<file path="src/rtl/display_scan_ctrl.sv">
// display_scan_ctrl: time-multiplexed digit scanner that feeds one shared
// BCD-to-7-segment decoder. Each digit slot opens with a short all-off
// dead time to suppress ghosting. The digit word is captured once per frame
// so a time value is never shown half old and half new.
module display_scan_ctrl #(
    parameter int NDIG  = 6,     // digits scanned; digit 0 is the low nibble
    parameter int DIV   = 1000,  // clock cycles per digit slot (>= 2)
    parameter int BLANK = 8,     // dead-time cycles at the start of each slot (< DIV)
    parameter bit LZB   = 1'b1   // blank the top digit when it is zero
) (
    input  logic                clk,
    input  logic                rst,
    input  logic                en,
    input  logic [4*NDIG-1:0]   digits_in,
    output logic [3:0]          bcd,
    output logic [NDIG-1:0]     dig_sel,
    output logic                frame_tick
);

    localparam int CW = (DIV  > 1) ? $clog2(DIV)  : 1;
    localparam int IW = (NDIG > 1) ? $clog2(NDIG) : 1;

    // Codes above 9 make the shared decoder turn every segment off.
    localparam logic [3:0] BCD_OFF = 4'hF;

    typedef enum logic [1:0] {
        ST_IDLE,
        ST_BLANK,
        ST_SHOW
    } state_t;

    state_t              state_q, state_d;
    logic [CW-1:0]       cnt_q,   cnt_d;
    logic [IW-1:0]       idx_q,   idx_d;
    logic [4*NDIG-1:0]   snap_q,  snap_d;
    logic [3:0]          bcd_q,   bcd_d;
    logic [NDIG-1:0]     sel_q,   sel_d;
    logic                tick_q,  tick_d;
    logic [3:0]          nib;

    // Next-state and next-output computation. Outputs are derived from the
    // next state so the registered outputs change on the same edge as the
    // state, counter and digit index.
    always_comb begin
        // NOTE: every variable gets a default before any branch, so no path
        // leaves a value unassigned and no latch is inferred.
        state_d = state_q;
        cnt_d   = cnt_q;
        idx_d   = idx_q;
        snap_d  = snap_q;
        tick_d  = 1'b0;
        bcd_d   = BCD_OFF;
        sel_d   = '0;
        nib     = '0;

        if (state_q == ST_IDLE) begin
            if (en) begin
                // Start a fresh frame at digit 0 with a new snapshot.
                snap_d  = digits_in;
                cnt_d   = '0;
                idx_d   = '0;
                tick_d  = 1'b1;
                state_d = (BLANK == 0) ? ST_SHOW : ST_BLANK;
            end
        end else if (!en) begin
            // Disable drops straight back to idle; the snapshot is kept.
            state_d = ST_IDLE;
            cnt_d   = '0;
            idx_d   = '0;
        end else begin
            if (cnt_q == CW'(DIV - 1)) begin
                cnt_d = '0;
                if (idx_q == IW'(NDIG - 1)) begin
                    // Frame boundary: the only place the snapshot refreshes.
                    idx_d  = '0;
                    snap_d = digits_in;
                    tick_d = 1'b1;
                end else begin
                    idx_d = idx_q + 1'b1;
                end
            end else begin
                cnt_d = cnt_q + 1'b1;
            end
            state_d = (int'(cnt_d) < BLANK) ? ST_BLANK : ST_SHOW;
        end

        if (state_d == ST_SHOW) begin
            for (int k = 0; k < NDIG; k++) begin
                if (idx_d == IW'(k)) begin
                    sel_d[k] = 1'b1;
                    nib      = snap_d[4*k +: 4];
                end
            end
            // Non-decimal nibbles pass through; the decoder blanks them.
            bcd_d = nib;
            if (LZB && (idx_d == IW'(NDIG - 1)) && (nib == 4'h0)) begin
                bcd_d = BCD_OFF;
            end
        end
    end

    // State, counters, snapshot and output registers; reset acts at once.
    always_ff @(posedge clk or posedge rst) begin
        // NOTE: sequential state uses non-blocking assignments so every
        // register samples the pre-edge values regardless of statement order.
        if (rst) begin
            state_q <= ST_IDLE;
            cnt_q   <= '0;
            idx_q   <= '0;
            snap_q  <= '0;
            bcd_q   <= BCD_OFF;
            sel_q   <= '0;
            tick_q  <= 1'b0;
        end else begin
            state_q <= state_d;
            cnt_q   <= cnt_d;
            idx_q   <= idx_d;
            snap_q  <= snap_d;
            bcd_q   <= bcd_d;
            sel_q   <= sel_d;
            tick_q  <= tick_d;
        end
    end

    assign bcd        = bcd_q;
    assign dig_sel    = sel_q;
    assign frame_tick = tick_q;

endmodule

</file>
<file path="config.mk">
export PLATFORM = sky130hd
export DESIGN_NAME = display_scan_ctrl
export DESIGN_NICKNAME = d
export VERILOG_FILES = /design/src/rtl/display_scan_ctrl.sv
export SDC_FILE = /design/constraint.sdc
export NUM_CORES = 1
export LEC_CHECK = 0
export CAP_MARGIN = 5
export CORE_MARGIN = 8
export CORE_UTILIZATION = 55
export CTS_CLUSTER_SIZE = 14
export DETAILED_ROUTE_END_ITERATION = 10
export PLACE_DENSITY = 0.81
export RECOVER_POWER = 25
export SYNTH_ARGS = -nofsm -noshare
export SYNTH_HDL_FRONTEND = slang
export SYNTH_SLANG_ARGS = --single-unit
</file>
<file path="constraint.sdc">
create_clock -name clk -period 3.9 [get_ports clk]
set_input_delay 0.39 -clock clk [delete_from_list [all_inputs] [get_ports clk]]
set_output_delay 0.39 -clock clk [all_outputs]
set_load 0.02 [all_outputs]
</file>
==> flow_metrics.env <==
export IMPL_status="finished with violations"
export IMPL_violations="capacitance limit, slew limit"
export IMPL_grt_max_degree=51
export IMPL_num_vias=1937
export IMPL_p_int_uw=819
export IMPL_clk_pin_slew_ns=0.09
export IMPL_fin_crit_sh_pct=83.0
export IMPL_avgSynthCellArea_um2=10.5
export IMPL_antenna_found_initial=0
export IMPL_drc=0
export IMPL_portBuffers=37
export IMPL_row_count=24
export IMPL_pwr_share_comb_pct=12.6
export IMPL_cp_max_fo=16
export IMPL_cts_setup_buffers=0
export IMPL_ctsResizeCount=0
export IMPL_async_flop_share_pct=100
export IMPL_grt_total_usage_pct=15.9
export IMPL_critPathKind="flip-flop to flip-flop"
export IMPL_die_y_um=83.3
export IMPL_cp_end_kind="flip-flop"
export IMPL_start_util_pct=57.1
export IMPL_pre_cts_ws_ns=0.690
export IMPL_die_area_um2=6930
export IMPL_rsz0062_at_grt="false"
export IMPL_antenna_left=0
export IMPL_p_per_area_nw_per_um2=357
export IMPL_grt_overflow_total=0
export IMPL_multi_input_area_um2=1140
export IMPL_critPathRequiredTime_ns=4.15
export IMPL_yosys_most_used_dff="dfrtp_1"
export IMPL_clock_path_buffers=2
export IMPL_crit_end="bcd[2]$_DFF_PP1_"
export IMPL_area_delta_synth_final_pct=20.2
export IMPL_drive_gt1_share_pct=16.5
export IMPL_crit_chain="ha_1 > nand3_1 > nor3b_4 > a41oi_4 > buf_4 > mux2_2 > or3_1 > nor4_2 > nor2_1 > nand3_1"
export IMPL_p_clk_share_pct=34.3
export IMPL_io_pins=38
export IMPL_timing_rr_start="cnt_q[0]$_DFFE_PP0P_"
export IMPL_p_switching_uw=250
export IMPL_setup_violations=0
export IMPL_cts_root_buf="clkbuf_8"
export IMPL_swShare_pct=23.4
export IMPL_numClockSinks=50
export IMPL_grt_pass1_vias=1816
export IMPL_n_fill_cell=341
export IMPL_reg2reg_depth=10
export IMPL_tns_ns=0
export IMPL_cp_top_family="simple AND/OR/NAND/NOR gates"
export IMPL_htreeDepth=2
export IMPL_first_pass_iters=4
export IMPL_hold_violations=0
export IMPL_cts_tree="done"
export IMPL_start_kind="flip-flop"
export IMPL_p_leak_uw=0.00126
export IMPL_syn_inst=237
export IMPL_drtIter0Drc=241
export IMPL_cts_buffers_inserted=5
export IMPL_antenna_cells=0
export IMPL_ff2ff_setup_slack_ns=0.66
export IMPL_ff_latch_area_um2=1260
export IMPL_cp_arrival_ns=3.48
export IMPL_crit_start="cnt_q[0]$_DFFE_PP0P_"
export IMPL_slew_limit_headroom_pct=-26.7
export IMPL_power_share_sequential_pct=53.1
export IMPL_routed_wl_um=5480
export IMPL_dp_hpwl_um=3900
export IMPL_nets=299
export IMPL_grt_pass1_wl_um=9200
export IMPL_period_minus_slack_ns=3.24
export IMPL_synth_net_count=265
export IMPL_synth_edf_count=0
export IMPL_yosysUniqueCellTypes=55
export IMPL_synth_area_um2=2490
export IMPL_cp_buffers_inverters=1
export IMPL_cp_depth=10
export IMPL_ys_seq_area_share_pct=50.5
export IMPL_die_x_um=83.3
export IMPL_yosysWarnings=0
export IMPL_hold_path_class="flip-flop to flip-flop"
export IMPL_clk_latency_ns=0.30
export IMPL_ir_worst_vdd_mv=0.181
export IMPL_drv_slew=51
export IMPL_skew_ns=0.00857
export IMPL_coreArea_um2=4350
export IMPL_cp_common_cell="nand3_1"
export IMPL_max_stage_delay_ns=0.48
export IMPL_max_freq_ghz=0.309
export IMPL_finalWorstSetupSlack_ns=0.664
export IMPL_via_per_inst=5.98
export IMPL_holdWs_ns=0.504
export IMPL_tightest_slew_ns=1.90
export IMPL_cts_hold_buf=0
export IMPL_reg2reg_to="bcd[2]$_DFF_PP1_"
export IMPL_max_cap_violations=1
export IMPL_routabilityCongestion=0.903
export IMPL_crit_slowest_cell="nor3b_4"
export IMPL_yosys_register_bits=50
export IMPL_wire_per_inst_um=16.9
## logic make-up after synthesis
logic type / share of synthesized area (%)
AOI/OAI and AO/OA: 16.1
muxes: 11.7
and+or+nand+nor: 16.7
DFF: 50.5
buffers and inverters: 3.47
adders and majority gates: 0.503
xor gates and xnor gates: 1.06
## metrics by stage
stage / utilization (%) / std cells / total power (uW) / cell area [um^2]
floorplan: - / 237 / 658 / 2490
global placement: 66.1 / 316 / 707 / 2880
detailed placement: 66.1 / 316 / 712 / 2880
CTS: 68.6 / 324 / 1070 / 2990
global route: 68.6 / 324 / 1110 / 2990
finish: 68.6 / 324 / 1070 / 2990
## sequential cells by signal (all words and copies together), names as in the netlist
signal,count
snap_q,24
frame_tick,1
state_q,2
dig_sel,6
idx_q,3
cnt_q,10
bcd,4
## per-layer routing
layer  track usage, %  up-vias  part of all wire [%]
met3             5.08       13                   6.6
met1             22.0      926                    48
met5                0        -                     0
li1                 -      920                     -
met2             22.4       78                    43
met4             5.75        0                   2.1
## power groups by stage
stage	Combinational (uW)	Sequential, uW	Clock, uW
2_1_floorplan	82.7	575	0
3_3_place_gp	131	576	0
3_5_place_dp	134	578	0
4_1_cts	135	568	370
5_1_grt	147	572	393
6_report	134	568	367
## layout by cell type (no fill, tap or decap), types with 2 or more instances in the layout
cell / n
o211ai_1: 3
mux2_4: 3
a21boi_0: 3
o21bai_1: 2
inv_1: 6
o41ai_1: 2
clkbuf_8: 5
nand2_1: 21
dfstp_2: 4
buf_4: 2
mux2_2: 20
o21ai_1: 2
nor2_1: 21
or2_2: 2
o21ai_0: 19
xor2_1: 2
o31ai_1: 3
nor3_1: 12
nand3_1: 11
or3_1: 2
o221a_2: 2
o21a_1: 3
nand2b_1: 2
clkdlybuf4s50_1: 36
a2111oi_0: 2
a21oi_1: 4
and2_1: 3
dfrtp_1: 46
## worst min-delay path by stage
stage | slack, ns | endpoint | from | cells after the start
after floorplan | 0.45 | snap_q[19]$_DFF_PP0_ | snap_q[19]$_DFF_PP0_ | 2
final | 0.50 | snap_q[23]$_DFF_PP0_ | snap_q[23]$_DFF_PP0_ | 1
after CTS | 0.51 | snap_q[10]$_DFF_PP0_ | snap_q[10]$_DFF_PP0_ | 1
after detailed placement | 0.48 | snap_q[10]$_DFF_PP0_ | snap_q[10]$_DFF_PP0_ | 1
after global routing | 0.53 | snap_q[21]$_DFF_PP0_ | snap_q[21]$_DFF_PP0_ | 1
after global placement | 0.48 | snap_q[15]$_DFF_PP0_ | snap_q[15]$_DFF_PP0_ | 1
## synth_stat cells (2+ instances only)
cell type  instances  area (um^2)
o21ai_1            2         10.0
or2_2              2         12.5
a21boi_0           3         22.5
o41ai_1            2         17.5
a21oi_1            4         20.0
dfstp_2            4          105
nand2b_1           2         12.5
nand2_1           21         78.8
o221a_2            2         22.5
and2_1             3         18.8
o21a_1             3         22.5
clkbuf_1           7         26.3
o211ai_1           3         22.5
o21ai_0           19         95.1
nand3_1           11         55.1
mux2_2            20          225
nor2_1            21         78.8
nor3_1            12         60.1
a2111oi_0          2         17.5
xor2_1             2         17.5
dfrtp_1           46         1150
or3_1              2         12.5
o31ai_1            3         22.5
o21bai_1           2         15.0
buf_2              2         10.0
mux2_4             3         45.0
inv_1              6         22.5
## worst reg2reg max path, stage by stage (launching register included)
cell,delay (ns)
dfrtp_1,0.41
ha_1,0.31
nand3_1,0.25
nor3b_4,0.48
a41oi_4,0.32
buf_4,0.31
mux2_2,0.30
or3_1,0.35
nor4_2,0.23
nor2_1,0.10
nand3_1,0.12
## final cells by class
class / instances / share of cell area (%)
Sequential cell: 50 / 42.0
Multi-Input combinational cell: 168 / 38.3
Timing Repair Buffer: 39 / 12.9
Clock inverter: 2 / 1.30
Clock buffer: 6 / 2.43
Inverter: 7 / 0.879
Tap cell: 52 / 2.18
Note: power is estimated with default switching activity, not from simulation.
